[config.mk]
export PLATFORM = sky130hd
export DESIGN_NAME = ft_cmd_parser
export DESIGN_NICKNAME = d
export VERILOG_FILES = /design/src/rtl/ft_cmd_parser.sv
export SDC_FILE = /design/constraint.sdc
export NUM_CORES = 1
export LEC_CHECK = 0
export ABC_AREA = 1
export CAP_MARGIN = 20
export CORE_ASPECT_RATIO = 0.75
export CORE_MARGIN = 1.5
export CORE_UTILIZATION = 35
export DETAILED_ROUTE_END_ITERATION = 8
export GPL_TIMING_DRIVEN = 0
export HOLD_SLACK_MARGIN = 0.02
export SYNTH_ARGS = -nofsm -noshare
export SYNTH_HDL_FRONTEND = slang
export SYNTH_SLANG_ARGS = --single-unit
[constraint.sdc]
create_clock -name clk -period 3.1 [get_ports clk]
set_input_delay 0.775 -clock clk [delete_from_list [all_inputs] [get_ports clk]]
set_output_delay 0.775 -clock clk [all_outputs]
set_load 0.01 [all_outputs]
[src/rtl/ft_cmd_parser.sv]
// Command framer between the FT232R handshake adapter and a 16-bit register bus.
// Define FT_CMD_CHKSUM_EN to require a trailing XOR checksum byte on every frame.
module ft_cmd_parser #(
    parameter int unsigned P_TIMEOUT_CYCLES = 12_000_000,
    parameter int unsigned P_HS_GUARD       = 4,
    parameter logic [7:0]  P_WR_ACK_BYTE    = 8'h06
) (
    input  logic        clk,
    input  logic        rst_n,
    input  logic        cmd_req,
    output logic        cmd_ack,
    input  logic [7:0]  cmd_data,
    output logic        rsp_req,
    input  logic        rsp_ack,
    output logic [7:0]  rsp_data,
    output logic [15:0] reg_addr,
    output logic [15:0] reg_wr_data,
    output logic        reg_wr_en,
    output logic        reg_rd_en,
    input  logic [15:0] reg_rd_data,
    output logic        err_opcode,
    output logic        err_timeout
);

    localparam int unsigned TW = $clog2(P_TIMEOUT_CYCLES + 1);
    localparam int unsigned GW = (P_HS_GUARD < 2) ? 1 : $clog2(P_HS_GUARD + 1);
    localparam logic [7:0]  OP_WR = 8'h01;
    localparam logic [7:0]  OP_RD = 8'h02;

    typedef enum logic [1:0] {RX_IDLE, RX_ACK, RX_GUARD} rx_state_t;

    typedef enum logic [3:0] {
        ST_IDLE,
        ST_GET_AH,
        ST_GET_AL,
        ST_GET_DH,
        ST_GET_DL,
`ifdef FT_CMD_CHKSUM_EN
        ST_GET_CK,
`endif
        ST_EXEC_WR,
        ST_EXEC_RD,
        ST_RD_CAP,
        ST_SEND
    } ps_state_t;

    rx_state_t       rx_state;
    ps_state_t       ps;
    logic [7:0]      rx_byte;
    logic            byte_valid;
    logic [GW-1:0]   guard_cnt;
    logic [TW-1:0]   to_cnt;
    logic            discard;
    logic            is_wr;
    logic [15:0]     addr_sh;
    logic [15:0]     data_sh;
    logic [7:0]      rsp_lo;
    logic [1:0]      rsp_cnt;
    logic            in_get;
    logic            parser_open;
    logic            timed_out;
    logic            rx_pending;

    always_comb begin
        in_get = 1'b0;
        case (ps)
            ST_GET_AH, ST_GET_AL, ST_GET_DH, ST_GET_DL: in_get = 1'b1;
`ifdef FT_CMD_CHKSUM_EN
            ST_GET_CK: in_get = 1'b1;
`endif
            default: in_get = 1'b0;
        endcase
        parser_open = in_get || (ps == ST_IDLE);
        timed_out   = in_get && !byte_valid && (to_cnt == TW'(P_TIMEOUT_CYCLES));
        // A byte caught mid-handshake by a timeout must not be parsed as an opcode.
        rx_pending  = (rx_state == RX_ACK) || ((rx_state == RX_IDLE) && cmd_req);
    end

    always_ff @(posedge clk) begin
        if (!rst_n) begin
            rx_state   <= RX_IDLE;
            cmd_ack    <= 1'b0;
            rx_byte    <= '0;
            byte_valid <= 1'b0;
            guard_cnt  <= '0;
        end else begin
            byte_valid <= 1'b0;
            case (rx_state)
                RX_IDLE: begin
                    if (cmd_req && parser_open) begin
                        rx_byte  <= cmd_data;
                        cmd_ack  <= 1'b1;
                        rx_state <= RX_ACK;
                    end
                end
                RX_ACK: begin
                    if (!cmd_req) begin
                        cmd_ack    <= 1'b0;
                        byte_valid <= 1'b1;
                        guard_cnt  <= GW'(P_HS_GUARD);
                        rx_state   <= RX_GUARD;
                    end
                end
                RX_GUARD: begin
                    if (guard_cnt <= GW'(1)) rx_state <= RX_IDLE;
                    else guard_cnt <= guard_cnt - GW'(1);
                end
                default: rx_state <= RX_IDLE;
            endcase
        end
    end

`ifdef FT_CMD_CHKSUM_EN
    logic [7:0] chk;

    always_ff @(posedge clk) begin
        if (!rst_n) chk <= '0;
        else if (byte_valid) chk <= (ps == ST_IDLE) ? rx_byte : (chk ^ rx_byte);
    end
`endif

    always_ff @(posedge clk) begin
        if (!rst_n) begin
            ps          <= ST_IDLE;
            reg_addr    <= '0;
            reg_wr_data <= '0;
            reg_wr_en   <= 1'b0;
            reg_rd_en   <= 1'b0;
            rsp_req     <= 1'b0;
            rsp_data    <= '0;
            rsp_lo      <= '0;
            rsp_cnt     <= '0;
            err_opcode  <= 1'b0;
            err_timeout <= 1'b0;
            to_cnt      <= '0;
            discard     <= 1'b0;
            is_wr       <= 1'b0;
            addr_sh     <= '0;
            data_sh     <= '0;
        end else begin
            reg_wr_en   <= 1'b0;
            reg_rd_en   <= 1'b0;
            err_opcode  <= 1'b0;
            err_timeout <= 1'b0;

            if (in_get && !byte_valid && !timed_out) to_cnt <= to_cnt + TW'(1);
            else to_cnt <= '0;

            case (ps)
                ST_IDLE: begin
                    if (byte_valid) begin
                        if (discard) begin
                            discard <= 1'b0;
                        end else if (rx_byte == OP_WR || rx_byte == OP_RD) begin
                            is_wr <= (rx_byte == OP_WR);
                            ps    <= ST_GET_AH;
                        end else begin
                            err_opcode <= 1'b1;
                        end
                    end
                end
                ST_GET_AH: begin
                    if (byte_valid) begin
                        addr_sh[15:8] <= rx_byte;
                        ps            <= ST_GET_AL;
                    end
                end
                ST_GET_AL: begin
                    if (byte_valid) begin
                        addr_sh[7:0] <= rx_byte;
                        if (is_wr) begin
                            ps <= ST_GET_DH;
                        end else begin
`ifdef FT_CMD_CHKSUM_EN
                            ps <= ST_GET_CK;
`else
                            reg_addr  <= {addr_sh[15:8], rx_byte};
                            reg_rd_en <= 1'b1;
                            ps        <= ST_EXEC_RD;
`endif
                        end
                    end
                end
                ST_GET_DH: begin
                    if (byte_valid) begin
                        data_sh[15:8] <= rx_byte;
                        ps            <= ST_GET_DL;
                    end
                end
                ST_GET_DL: begin
                    if (byte_valid) begin
                        data_sh[7:0] <= rx_byte;
`ifdef FT_CMD_CHKSUM_EN
                        ps <= ST_GET_CK;
`else
                        reg_addr    <= addr_sh;
                        reg_wr_data <= {data_sh[15:8], rx_byte};
                        reg_wr_en   <= 1'b1;
                        ps          <= ST_EXEC_WR;
`endif
                    end
                end
`ifdef FT_CMD_CHKSUM_EN
                ST_GET_CK: begin
                    if (byte_valid) begin
                        if ((chk ^ rx_byte) != 8'h00) begin
                            rsp_data <= 8'hEE;
                            rsp_cnt  <= 2'd1;
                            rsp_req  <= 1'b1;
                            ps       <= ST_SEND;
                        end else if (is_wr) begin
                            reg_addr    <= addr_sh;
                            reg_wr_data <= data_sh;
                            reg_wr_en   <= 1'b1;
                            ps          <= ST_EXEC_WR;
                        end else begin
                            reg_addr  <= addr_sh;
                            reg_rd_en <= 1'b1;
                            ps        <= ST_EXEC_RD;
                        end
                    end
                end
`endif
                ST_EXEC_WR: begin
                    rsp_data <= P_WR_ACK_BYTE;
                    rsp_cnt  <= 2'd1;
                    rsp_req  <= 1'b1;
                    ps       <= ST_SEND;
                end
                ST_EXEC_RD: ps <= ST_RD_CAP;
                ST_RD_CAP: begin
                    rsp_data <= reg_rd_data[15:8];
                    rsp_lo   <= reg_rd_data[7:0];
                    rsp_cnt  <= 2'd2;
                    rsp_req  <= 1'b1;
                    ps       <= ST_SEND;
                end
                ST_SEND: begin
                    // rsp_req low for one cycle between bytes gives the adapter a fresh rising edge.
                    if (rsp_req) begin
                        if (rsp_ack) begin
                            rsp_req <= 1'b0;
                            rsp_cnt <= rsp_cnt - 2'd1;
                            if (rsp_cnt == 2'd1) ps <= ST_IDLE;
                            else rsp_data <= rsp_lo;
                        end
                    end else begin
                        rsp_req <= 1'b1;
                    end
                end
                default: ps <= ST_IDLE;
            endcase

            if (timed_out) begin
                err_timeout <= 1'b1;
                discard     <= rx_pending;
                ps          <= ST_IDLE;
            end
        end
    end

endmodule

==> reports/results.md, run 1 <==
* completed — run status
* 124 — clock tree sinks
* 0 — Synth warnings
* 7.09 µm² — average cell area after synthesis
* 72 — Port Buf Inserts
* 2 — worst hold path depth
* 0 — total of max-cap violations
* 0 — final-report max-slew violation count
* 13.8 mm — total wirelength of the detailed-routed design
* 31 — count of different cell masters after synthesis
* 4.92 ps — setup clock skew after layout
* 1300 ps — flop-to-flop setup slack
* sky130_fd_sc_hd__clkbuf_16 — Root Driver
* 1360 ps — arrival time worst endpoint
* 0.000349 V — largest vdd supply drop
* 5410 µm² — netlist area before placement
* 39 — number of rows in the core area
* 17 — clock buffer count from CTS
* 0 — detailed-route DRC error count
* 4887 — vias after detailed routing
* 6390 µm² — post-place instance area
* data_sh[9]$_SDFFE_PN0P_ — start point of the worst hold path
* 10.0 mm — half-perimeter wire length after placement
* 0 — number of antenna violations at the first check in global routing
* 442 ps — Worst Hold Margin
* 0.0806 — fraction of final layout cells sized beyond drive strength 1
* 4 — htree depth
* 0 ps — Setup TNS Final
* 0 — hold buffer count at CTS
* 0.882 — routability congestion estimate from global placement
* 797 — number of nets produced by synthesis
* output pin — CP endpoint kind
* 1073 — non-filler cells in the finished layout
* 698 ps — transition at the pin with the smallest max-transition slack
* 22.6 mm — global-route wire length before repair
* 0.466 — final core area utilization
* 0 — Final Hold Viols
* 2320 ps — critical path data required time
* 0 — post-CTS repair timing setup buffer count
* 60 ps — clk slew on worst S/H paths
* 469 MHz — highest clock rate
* sky130_fd_sc_hd__clkdlybuf4s50_1 — slowest cell on the critical path
* 0 — Final setup viols
* 17 — pin count of the biggest net entering global routing
* 16200 µm² — Die Area
* 276 — Initial DRC Count
* 968 ps — fin worst setup slack
* flip-flop — startpoint types
* 1041 — number of instances in the placed design
* 764 — cell count after synthesis
* 0 — remaining global-route overflow
* 4 — maximum fanout encountered on the critical timing path
* sky130_fd_sc_hd__nand2_1 (145), sky130_fd_sc_hd__dfxtp_1 (124), sky130_fd_sc_hd__nor2_1 (106), sky130_fd_sc_hd__inv_1 (96), sky130_fd_sc_hd__o21ai_0 (85) — commonest cells after routing, fill and taps aside
* 410 ps — Worst-Skew Late Latency
* sky130_fd_sc_hd__nand2_1 — most common cell after layout, fill and taps aside
* data_sh[9]$_SDFFE_PN0P_ — capture endpoint of the worst hold path
* 4.55 — drt via density
* 0 — number of instances resized during post-cts repair
* 124 — post-synthesis sequential element count
* 2.69 nW — LEAKAGE
* yes — TritonCTS clock tree
* 15200 µm² — total core area
* 825 ps — worst slack, placed
* 0.688 — post-route fraction of the period consumed by the critical path
* no — RSZ-0062 raised after global routing
* 583 nW/µm² — power density over the cells
* 0 — Diodes inserted
* 2 — CTS Buffer Depth
* 12.9 µm — routed wire length per instance
* 111 µm — y dimension of the die
* 74 — I/O pin total
* 888 — final net count
* 0.535 — headroom to the max-slew limit
* clkdlybuf4s50_1 — ordered list of cells on the worst path
* 5 — number of optimization iterations in the first detailed-route pass
* 0.357 — effective utilization at floorplan
* 30.6% — Area growth syn-to-layout
* to_cnt[0]$_SDFF_PN0_ — Worst R2R Start
* reg2out — Worst Setup Path Type
* 147 µm — die span in x
* 560 ps — CP max stage delay
* 4464 — vias in the first global route
* 0.459 — post-synthesis sequential area ratio
* buffers and inverters — family with the most delay on the worst path
* 10 — r2r worst-path depth
* 4.12 mW — post-route total power
* 1 — critical path buffer and inverter count
* 1 — number of stages on the worst setup path
* 7070 µm² — Non-Filler Cell Area, Final
* 2130 ps — Tmin final
* 0.178 — total routing resource utilization after global routing
* to_cnt[10]$_SDFF_PN0_ — FF-to-FF End
* reg2reg — min-delay worst type
* 0 — post-detailed-route count of antenna-violating nets
[state kept, by name (all words and copies together) (netlist names), 3 cells and up]
signal       flops
rx_byte          8
addr_sh         16
rsp_data         8
reg_addr        16
guard_cnt        3
rsp_lo           8
ps               4
to_cnt          24
reg_wr_data     16
data_sh          8
[where the power goes]
group | switching (mW) | internal, mW | leakage [nW] | total (mW)
Sequential | 0.0348 | 1.62 | 1.00 | 1.65
Combinational | 0.116 | 0.0777 | 1.35 | 0.193
Clock | 0.712 | 1.56 | 0.332 | 2.28
Total | 0.863 | 3.26 | 2.69 | 4.12
[cells in the mapped netlist]
cell / n / share of area
sky130_fd_sc_hd__o21ai_0: 85 / 0.079
sky130_fd_sc_hd__xor2_1: 7 / 0.011
sky130_fd_sc_hd__buf_6: 1 / 0.0021
sky130_fd_sc_hd__nor3_2: 1 / 0.0018
sky130_fd_sc_hd__xnor2_1: 2 / 0.0032
sky130_fd_sc_hd__clkbuf_1: 15 / 0.010
sky130_fd_sc_hd__buf_8: 1 / 0.0028
sky130_fd_sc_hd__dfxtp_1: 124 / 0.46
sky130_fd_sc_hd__nor2_2: 4 / 0.0046
sky130_fd_sc_hd__or2_1: 1 / 0.0012
sky130_fd_sc_hd__nand2_2: 5 / 0.0058
sky130_fd_sc_hd__nand3_1: 42 / 0.039
sky130_fd_sc_hd__inv_6: 1 / 0.0016
sky130_fd_sc_hd__nand3_2: 1 / 0.0018
sky130_fd_sc_hd__nor3_1: 8 / 0.0074
sky130_fd_sc_hd__buf_1: 1 / 0.00069
sky130_fd_sc_hd__nand2_1: 145 / 0.10
sky130_fd_sc_hd__inv_1: 96 / 0.067
sky130_fd_sc_hd__nand4_1: 7 / 0.0081
sky130_fd_sc_hd__nand2_4: 4 / 0.0083
sky130_fd_sc_hd__a21oi_1: 74 / 0.068
sky130_fd_sc_hd__o21ai_4: 1 / 0.0030
sky130_fd_sc_hd__nand3b_1: 3 / 0.0042
sky130_fd_sc_hd__buf_4: 3 / 0.0042
sky130_fd_sc_hd__nor2_4: 3 / 0.0062
sky130_fd_sc_hd__nor2_1: 106 / 0.073
sky130_fd_sc_hd__buf_2: 3 / 0.0028
sky130_fd_sc_hd__or2_2: 1 / 0.0012
sky130_fd_sc_hd__o21ai_1: 5 / 0.0046
sky130_fd_sc_hd__inv_2: 9 / 0.0062
sky130_fd_sc_hd__ha_1: 5 / 0.012
[per-layer routing]
metal  track usage  routed length [µm]  up-vias
met1         0.270                7550     2129
met5             0                   0        -
met3        0.0444                 632       20
met2         0.236                5400      114
met4        0.0673                 228        0
li1              -                   -     2624
[layout make-up]
| cell class | count | area (µm²) |
|---|---|---|
| inverters | 106 | 403 |
| flip-flops and latches | 124 | 2480 |
| well taps | 205 | 256 |
| clock buffers | 20 | 467 |
| repair buffers | 72 | 721 |
| multi-input cells | 510 | 2400 |
| fillers | 1554 | 8100 |
| clock inverters | 12 | 215 |
| plain buffers | 24 | 124 |
[logic make-up after synthesis]
kind of cell	Yosys count	share of synthesized area
compound gates	165	0.155
simple gates	331	0.263
xor+xnor	9	0.0146
fa+ha+maj	5	0.0116
buf+inv	130	0.0973
flops	124	0.459
[worst max-delay path by stage]
stage | from | endpoint | slack (ps)
detailed placement | cmd_req | rx_byte[3]$_SDFFE_PN0P_ | 830
finish | rsp_req$_SDFFE_PN0P_ | rsp_req | 970
global placement | cmd_req | rx_byte[2]$_SDFFE_PN0P_ | 830
CTS | rsp_req$_SDFFE_PN0P_ | rsp_req | 950
floorplan | rst_n | guard_cnt[1]$_SDFFE_PN0P_ | 1380
global route | rsp_req$_SDFFE_PN0P_ | rsp_req | 910
No activity file was read; power rests on OpenSTA's default activity.
==> run 2, diff against run 1 <==
- clock period: 3.1 -> 1.8 ns (I/O delays scaled with it)
==> reports/results.md, run 2 (same netlist as run 1, synthesis figures left out) <==
* 10 — r2r worst-path depth, unchanged
* 4 — htree depth, unchanged
* 2 — maximum fanout encountered on the critical timing path, -2
* data_sh[9]$_SDFFE_PN0P_ — capture endpoint of the worst hold path
* 147 µm — die span in x, unchanged
* 15200 µm² — total core area, unchanged
* sky130_fd_sc_hd__nand2_1 (144), sky130_fd_sc_hd__dfxtp_1 (121), sky130_fd_sc_hd__nor2_1 (105), sky130_fd_sc_hd__inv_1 (95), sky130_fd_sc_hd__o21ai_0 (85) — commonest cells after routing, fill and taps aside
* sky130_fd_sc_hd__clkbuf_16 — Root Driver
* 0.977 — post-route fraction of the period consumed by the critical path
* 0.541 — headroom to the max-slew limit, +0.00579
* 2 — CTS Buffer Depth, unchanged
* 1310 ps — arrival time worst endpoint, -50 ps
* 0.0887 — fraction of final layout cells sized beyond drive strength 1, +0.00806
* 12.9 µm — routed wire length per instance, +0.18%
* 74 — I/O pin total, unchanged
* 888 — final net count, unchanged
* sky130_fd_sc_hd__nand2_1 — most common cell after layout, fill and taps aside
* 1 — critical path buffer and inverter count, unchanged
* 4.56 — drt via density, +0.23%
* 0 — total of max-cap violations, unchanged
* 0 — detailed-route DRC error count, unchanged
* 0.882 — routability congestion estimate from global placement, unchanged
* 0 — hold buffer count at CTS, unchanged
* 24 — flip-flop count of the largest register after layout, unchanged
* buffers and inverters — family with the most delay on the worst path
* 1350 ps — critical path data required time, -970 ps
* completed — run status
* 420 ps — Worst-Skew Late Latency, about the same
* 2 — worst hold path depth, unchanged
* 111 µm — y dimension of the die, unchanged
* to_cnt — Most flops, register
* 124 — clock tree sinks, unchanged
* 7120 µm² — Non-Filler Cell Area, Final, +0.67%
* 4898 — vias after detailed routing, +0.23%
* flip-flop — startpoint types
* to_cnt[0]$_SDFF_PN0_ — Worst R2R Start
* 0.357 — effective utilization at floorplan, unchanged
* 1760 ps — Tmin final
* 6390 µm² — post-place instance area, unchanged
* 7.49 mm — detailed-routing wirelength on met1, -0.73%
* clkdlybuf4s50_1 — ordered list of cells on the worst path
* 7.10 mW — post-route total power, +72%
* 0 — Diodes inserted, unchanged
* 72 — Port Buf Inserts, unchanged
* 22.6 mm — global-route wire length before repair, unchanged
* 0.178 — total routing resource utilization after global routing, unchanged
* 41.4 ps — fin worst setup slack, -927 ps
* sky130_fd_sc_hd__clkdlybuf4s50_1 — slowest cell on the critical path
* 0 — remaining global-route overflow, unchanged
* 0 — post-CTS repair timing setup buffer count, unchanged
* 5.39 mm — met2 wire length, about the same
* 13.8 mm — total wirelength of the detailed-routed design, +0.18%
* 5.19 ps — setup clock skew after layout, +0.276 ps
* output pin — CP endpoint kind
* no — RSZ-0062 raised after global routing
* 39 — number of rows in the core area, unchanged
* 0 — post-detailed-route count of antenna-violating nets, unchanged
* 997 nW/µm² — power density over the cells, +71%
* 31.5% — Area growth syn-to-layout
* 2.78 nW — LEAKAGE, +3.4%
* 0 — Final setup viols, unchanged
* 4464 — vias in the first global route, unchanged
* 17 — clock buffer count from CTS, unchanged
* 17 — pin count of the biggest net entering global routing, unchanged
* 140 ps — flop-to-flop setup slack, -1160 ps
* 717 µm — length of routed met3 wiring, +13%
* 0.000603 V — largest vdd supply drop, +73%
* 569 MHz — highest clock rate
* 16200 µm² — Die Area, unchanged
* 1545 — number of inserted filler cells in the final layout, -0.58%
* 286 — Initial DRC Count, +3.6%
* 60 ps — clk slew on worst S/H paths, about the same
* 1041 — number of instances in the placed design, unchanged
* to_cnt[10]$_SDFF_PN0_ — FF-to-FF End
* reg2reg — min-delay worst type
* 540 ps — CP max stage delay, -20 ps
* 5 — number of optimization iterations in the first detailed-route pass, unchanged
* 689 ps — transition at the pin with the smallest max-transition slack, -8.68 ps
* reg2out — Worst Setup Path Type
* 10.0 mm — half-perimeter wire length after placement, unchanged
* yes — TritonCTS clock tree
* 0 — Final Hold Viols, unchanged
* 0 — number of antenna violations at the first check in global routing, unchanged
* met4 — highest metal used
* data_sh[9]$_SDFFE_PN0P_ — start point of the worst hold path
* 0 — final-report max-slew violation count, unchanged
* 1073 — non-filler cells in the finished layout, unchanged
* -150 ps — worst slack, placed, -975 ps
[run 2: changes by cell type in the layout (fill, tap and decap cells not counted), sizes merged]
cell | before | now
dlymetal6s2s | 0 | 5
clkdlybuf4s50 | 72 | 66
dlygate4sd2 | 0 | 1
[run 2: per-layer routing]
metal  track usage  vias up
met3        0.0444       20
met1         0.270     2143
met4        0.0673        0
met5             0        -
li1              -     2623
met2         0.236      112
[run 2: final cells by class]
type                       count  area, µm²  area share
tap                          205        256      0.0360
clock inverter                12        215      0.0302
clock buffer                  20        467      0.0655
timing repair buffer          72        732       0.103
multi-input combinational    510       2440       0.342
sequential                   124       2490       0.349
inverter                     106        403      0.0566
buffer                        24        124      0.0174
[run 2: worst max-delay path by stage]
stage	startpoint	to	slack (ps)	cells after the start
final	reg_wr_data[5]$_SDFFE_PN0P_	reg_wr_data[5]	40	1
after global routing	reg_wr_data[5]$_SDFFE_PN0P_	reg_wr_data[5]	3	1
after CTS	err_opcode$_SDFF_PP0_	err_opcode	2	1
after detailed placement	cmd_req	rx_byte[3]$_SDFFE_PN0P_	-150	7
after global placement	cmd_req	rx_byte[2]$_SDFFE_PN0P_	-150	7
after floorplan	to_cnt[0]$_SDFF_PN0_	to_cnt[10]$_SDFF_PN0_	320	10
[run 2: power by group]
part	switching [mW]	total, mW	internal (mW)	leakage (nW)
clock	1.23	3.92	2.69	0.332
sequential	0.0609	2.84	2.78	1.00
combinational	0.200	0.334	0.134	1.44
[run 2: metrics by stage]
step	util	TNS [ps]	hold slack, ps
after floorplan	-	0	420
after global placement	0.421	-1550	433
after detailed placement	0.421	-1780	434
after CTS	0.466	0	443
after global routing	0.469	0	458
final	0.469	0	442
[run 2: repair_timing]
| item | 4_1_cts | 5_1_grt |
|---|---|---|
| resized for setup | 1 | 16 |
| cloned | 0 | 0 |
| pin swaps | 0 | 1 |
| setup endpoints to repair | 1 | 29 |
==> run 3, diff against run 2 <==
--- a/config.mk
+++ b/config.mk
@@ -11,6 +11,6 @@
 export CORE_MARGIN = 1.5
-export CORE_UTILIZATION = 35
+export CORE_UTILIZATION = 49
 export DETAILED_ROUTE_END_ITERATION = 8
 export GPL_TIMING_DRIVEN = 0
-export HOLD_SLACK_MARGIN = 0.02
+export PLACE_DENSITY = 0.75
 export SYNTH_ARGS = -nofsm -noshare
--- a/constraint.sdc
+++ b/constraint.sdc
@@ -3,2 +3,2 @@
 set_output_delay 0.45 -clock clk [all_outputs]
-set_load 0.01 [all_outputs]
+set_load 0.02 [all_outputs]
==> reports/results.md, run 3 (same netlist as run 1, synthesis figures left out) <==
* 1 — critical path buffer and inverter count, unchanged
* 1290 ps — arrival time worst endpoint, -20 ps
* 1 — maximum fanout encountered on the critical timing path, -1
* 1740 ps — Tmin final, -16.1 ps
* 124 — clock tree sinks, unchanged
* reg_wr_data[13]$_SDFFE_PN0P_ — start point of the worst hold path
* 0.0615 — Global Route met3 Usage, +0.0171
* 72 — Port Buf Inserts, unchanged
* to_cnt[0]$_SDFF_PN0_ — Worst R2R Start
* flip-flop — startpoint types
* 0.642 — final core area utilization, +0.173
* 10.0 ps — setup clock skew after layout, +4.83 ps
* 426 — Initial DRC Count, +49%
* 13.6 mm — total wirelength of the detailed-routed design, -1.5%
* yes — TritonCTS clock tree
* 5197 — vias after detailed routing, +6.1%
* 50 ps — clk slew on worst S/H paths, about the same
* 10 — r2r worst-path depth, unchanged
* 22.4 mm — global-route wire length before repair, -1.1%
* 0.499 — effective utilization at floorplan, +0.142
* 0 — detailed-route DRC error count, unchanged
* 33 — number of rows in the core area, -15%
* sky130_fd_sc_hd__clkbuf_16 — Root Driver
* 1350 ps — critical path data required time, about the same
* 28.8% — Area growth syn-to-layout
* 24 — flip-flop count of the largest register after layout, unchanged
* sky130_fd_sc_hd__nand2_1 — most common cell after layout, fill and taps aside
* 0 — final-report max-slew violation count, unchanged
* 954 nW/µm² — power density over the cells, -4.3%
* 619 ps — transition at the pin with the smallest max-transition slack, -69.8 ps
* 0 — Diodes inserted, unchanged
* reg_rd_en$_SDFF_PN0_ — Critical Path Start
* 13.5 µm — routed wire length per instance, +5.1%
* 124 µm — die span in x, -15%
* 74 — I/O pin total, unchanged
* 17 — clock buffer count from CTS, unchanged
* 976 — number of instances in the placed design, -6.2%
* sky130_fd_sc_hd__nand2_1 (144), sky130_fd_sc_hd__dfxtp_1 (121), sky130_fd_sc_hd__nor2_1 (106), sky130_fd_sc_hd__inv_1 (95), sky130_fd_sc_hd__o21ai_0 (85) — commonest cells after routing, fill and taps aside
* 0.000628 V — largest vdd supply drop, +4.2%
* 1006 — non-filler cells in the finished layout, -6.2%
* completed — run status
* 2 — worst hold path depth, unchanged
* 0 — post-detailed-route count of antenna-violating nets, unchanged
* 0.381 — met2 Use GR, +0.145
* 6.65 mW — post-route total power, -6.3%
* to_cnt — Most flops, register
* no — RSZ-0062 raised after global routing
* 590 ps — CP max stage delay, +50 ps
* 0.240 — total routing resource utilization after global routing, +0.0620
* 0 — total of max-cap violations, unchanged
* 942 — number of inserted filler cells in the final layout, -39%
* 2 — CTS Buffer Depth, unchanged
* 0.587 — headroom to the max-slew limit, +0.0465
* 4856 — vias in the first global route, +8.8%
* 0 — Final Hold Viols, unchanged
* 0 — remaining global-route overflow, unchanged
* reg2reg — min-delay worst type
* 5.17 — drt via density, +13%
* 9.83 mm — half-perimeter wire length after placement, -1.9%
* sky130_fd_sc_hd__clkdlybuf4s50_1 — slowest cell on the critical path
* clkdlybuf4s50_1 — ordered list of cells on the worst path
* 94.0 µm — y dimension of the die, -15%
* 17 — pin count of the biggest net entering global routing, unchanged
* 0.0808 — fraction of final layout cells sized beyond drive strength 1, -0.00788
* 11700 µm² — Die Area, -28%
* 10900 µm² — total core area, -28%
* 3.25 nW — LEAKAGE, +17%
* 4 — htree depth, unchanged
* 0 — hold buffer count at CTS, unchanged
* reg2out — Worst Setup Path Type
* 888 — final net count, unchanged
* 1 — number of stages on the worst setup path, unchanged
* 0.893 — routability congestion estimate from global placement, +1.2%
* 5 — number of optimization iterations in the first detailed-route pass, unchanged
* 441 ps — Worst Hold Margin, -1.58 ps
* buffers and inverters — family with the most delay on the worst path
* 574 MHz — highest clock rate, +0.92%
* 0.315 — GR Layer Usage met1, +0.0449
* 0.968 — post-route fraction of the period consumed by the critical path, -0.00895
* output pin — CP endpoint kind
* 0 — number of antenna violations at the first check in global routing, unchanged
* met2 — global-route layer with the greatest usage
* 410 ps — Worst-Skew Late Latency, about the same
* 0 — Final setup viols, unchanged
-- run 3: final cells by class --
type | count | area (µm²) | share of cell area
multi-input cells | 510 | 2420 | 0.347
clock inverters | 7 | 139 | 0.0199
repair buffers | 72 | 769 | 0.110
clock buffers | 23 | 458 | 0.0657
flip-flops and latches | 124 | 2490 | 0.356
plain buffers | 24 | 125 | 0.0179
well taps | 140 | 175 | 0.0251
inverters | 106 | 403 | 0.0578
-- run 3: worst paths after layout --
check	slack (ps)	endpoint
min	440	reg_wr_data[13]$_SDFFE_PN0P_
min reg2reg	440	reg_wr_data[13]$_SDFFE_PN0P_
max reg2reg	140	to_cnt[10]$_SDFF_PN0_
max	60	reg_rd_en
-- run 3: what timing repair did --
action / CTS / global route
buffers inserted: 0 / 0
setup endpoints to repair: 17 / 47
resized for setup: 17 / 38
-- run 3: per-layer routing --
layer	up-vias	routed length [µm]
met5	-	0
met4	0	246
met3	20	827
met2	184	6040
met1	2369	6500
li1	2624	-
-- run 3: report_power, final --
group / total (mW) / internal (mW) / switching (mW) / leakage (nW)
Clock: 3.48 / 2.34 / 1.14 / 0.291
Sequential: 2.84 / 2.78 / 0.0542 / 1.00
Combinational: 0.339 / 0.133 / 0.206 / 1.96
Total: 6.65 / 5.25 / 1.40 / 3.25
-- run 3: metrics by stage --
| stage | setup WS, ps | cell area (µm²) | setup TNS (ps) |
|---|---|---|---|
| after floorplan | 318 | 5410 | 0 |
| after global placement | -56.1 | 6310 | -382 |
| after detailed placement | -164 | 6310 | -886 |
| after CTS | 0.0310 | 6890 | 0 |
| after global routing | 2.03 | 6980 | 0 |
| final | 57.5 | 6980 | 0 |
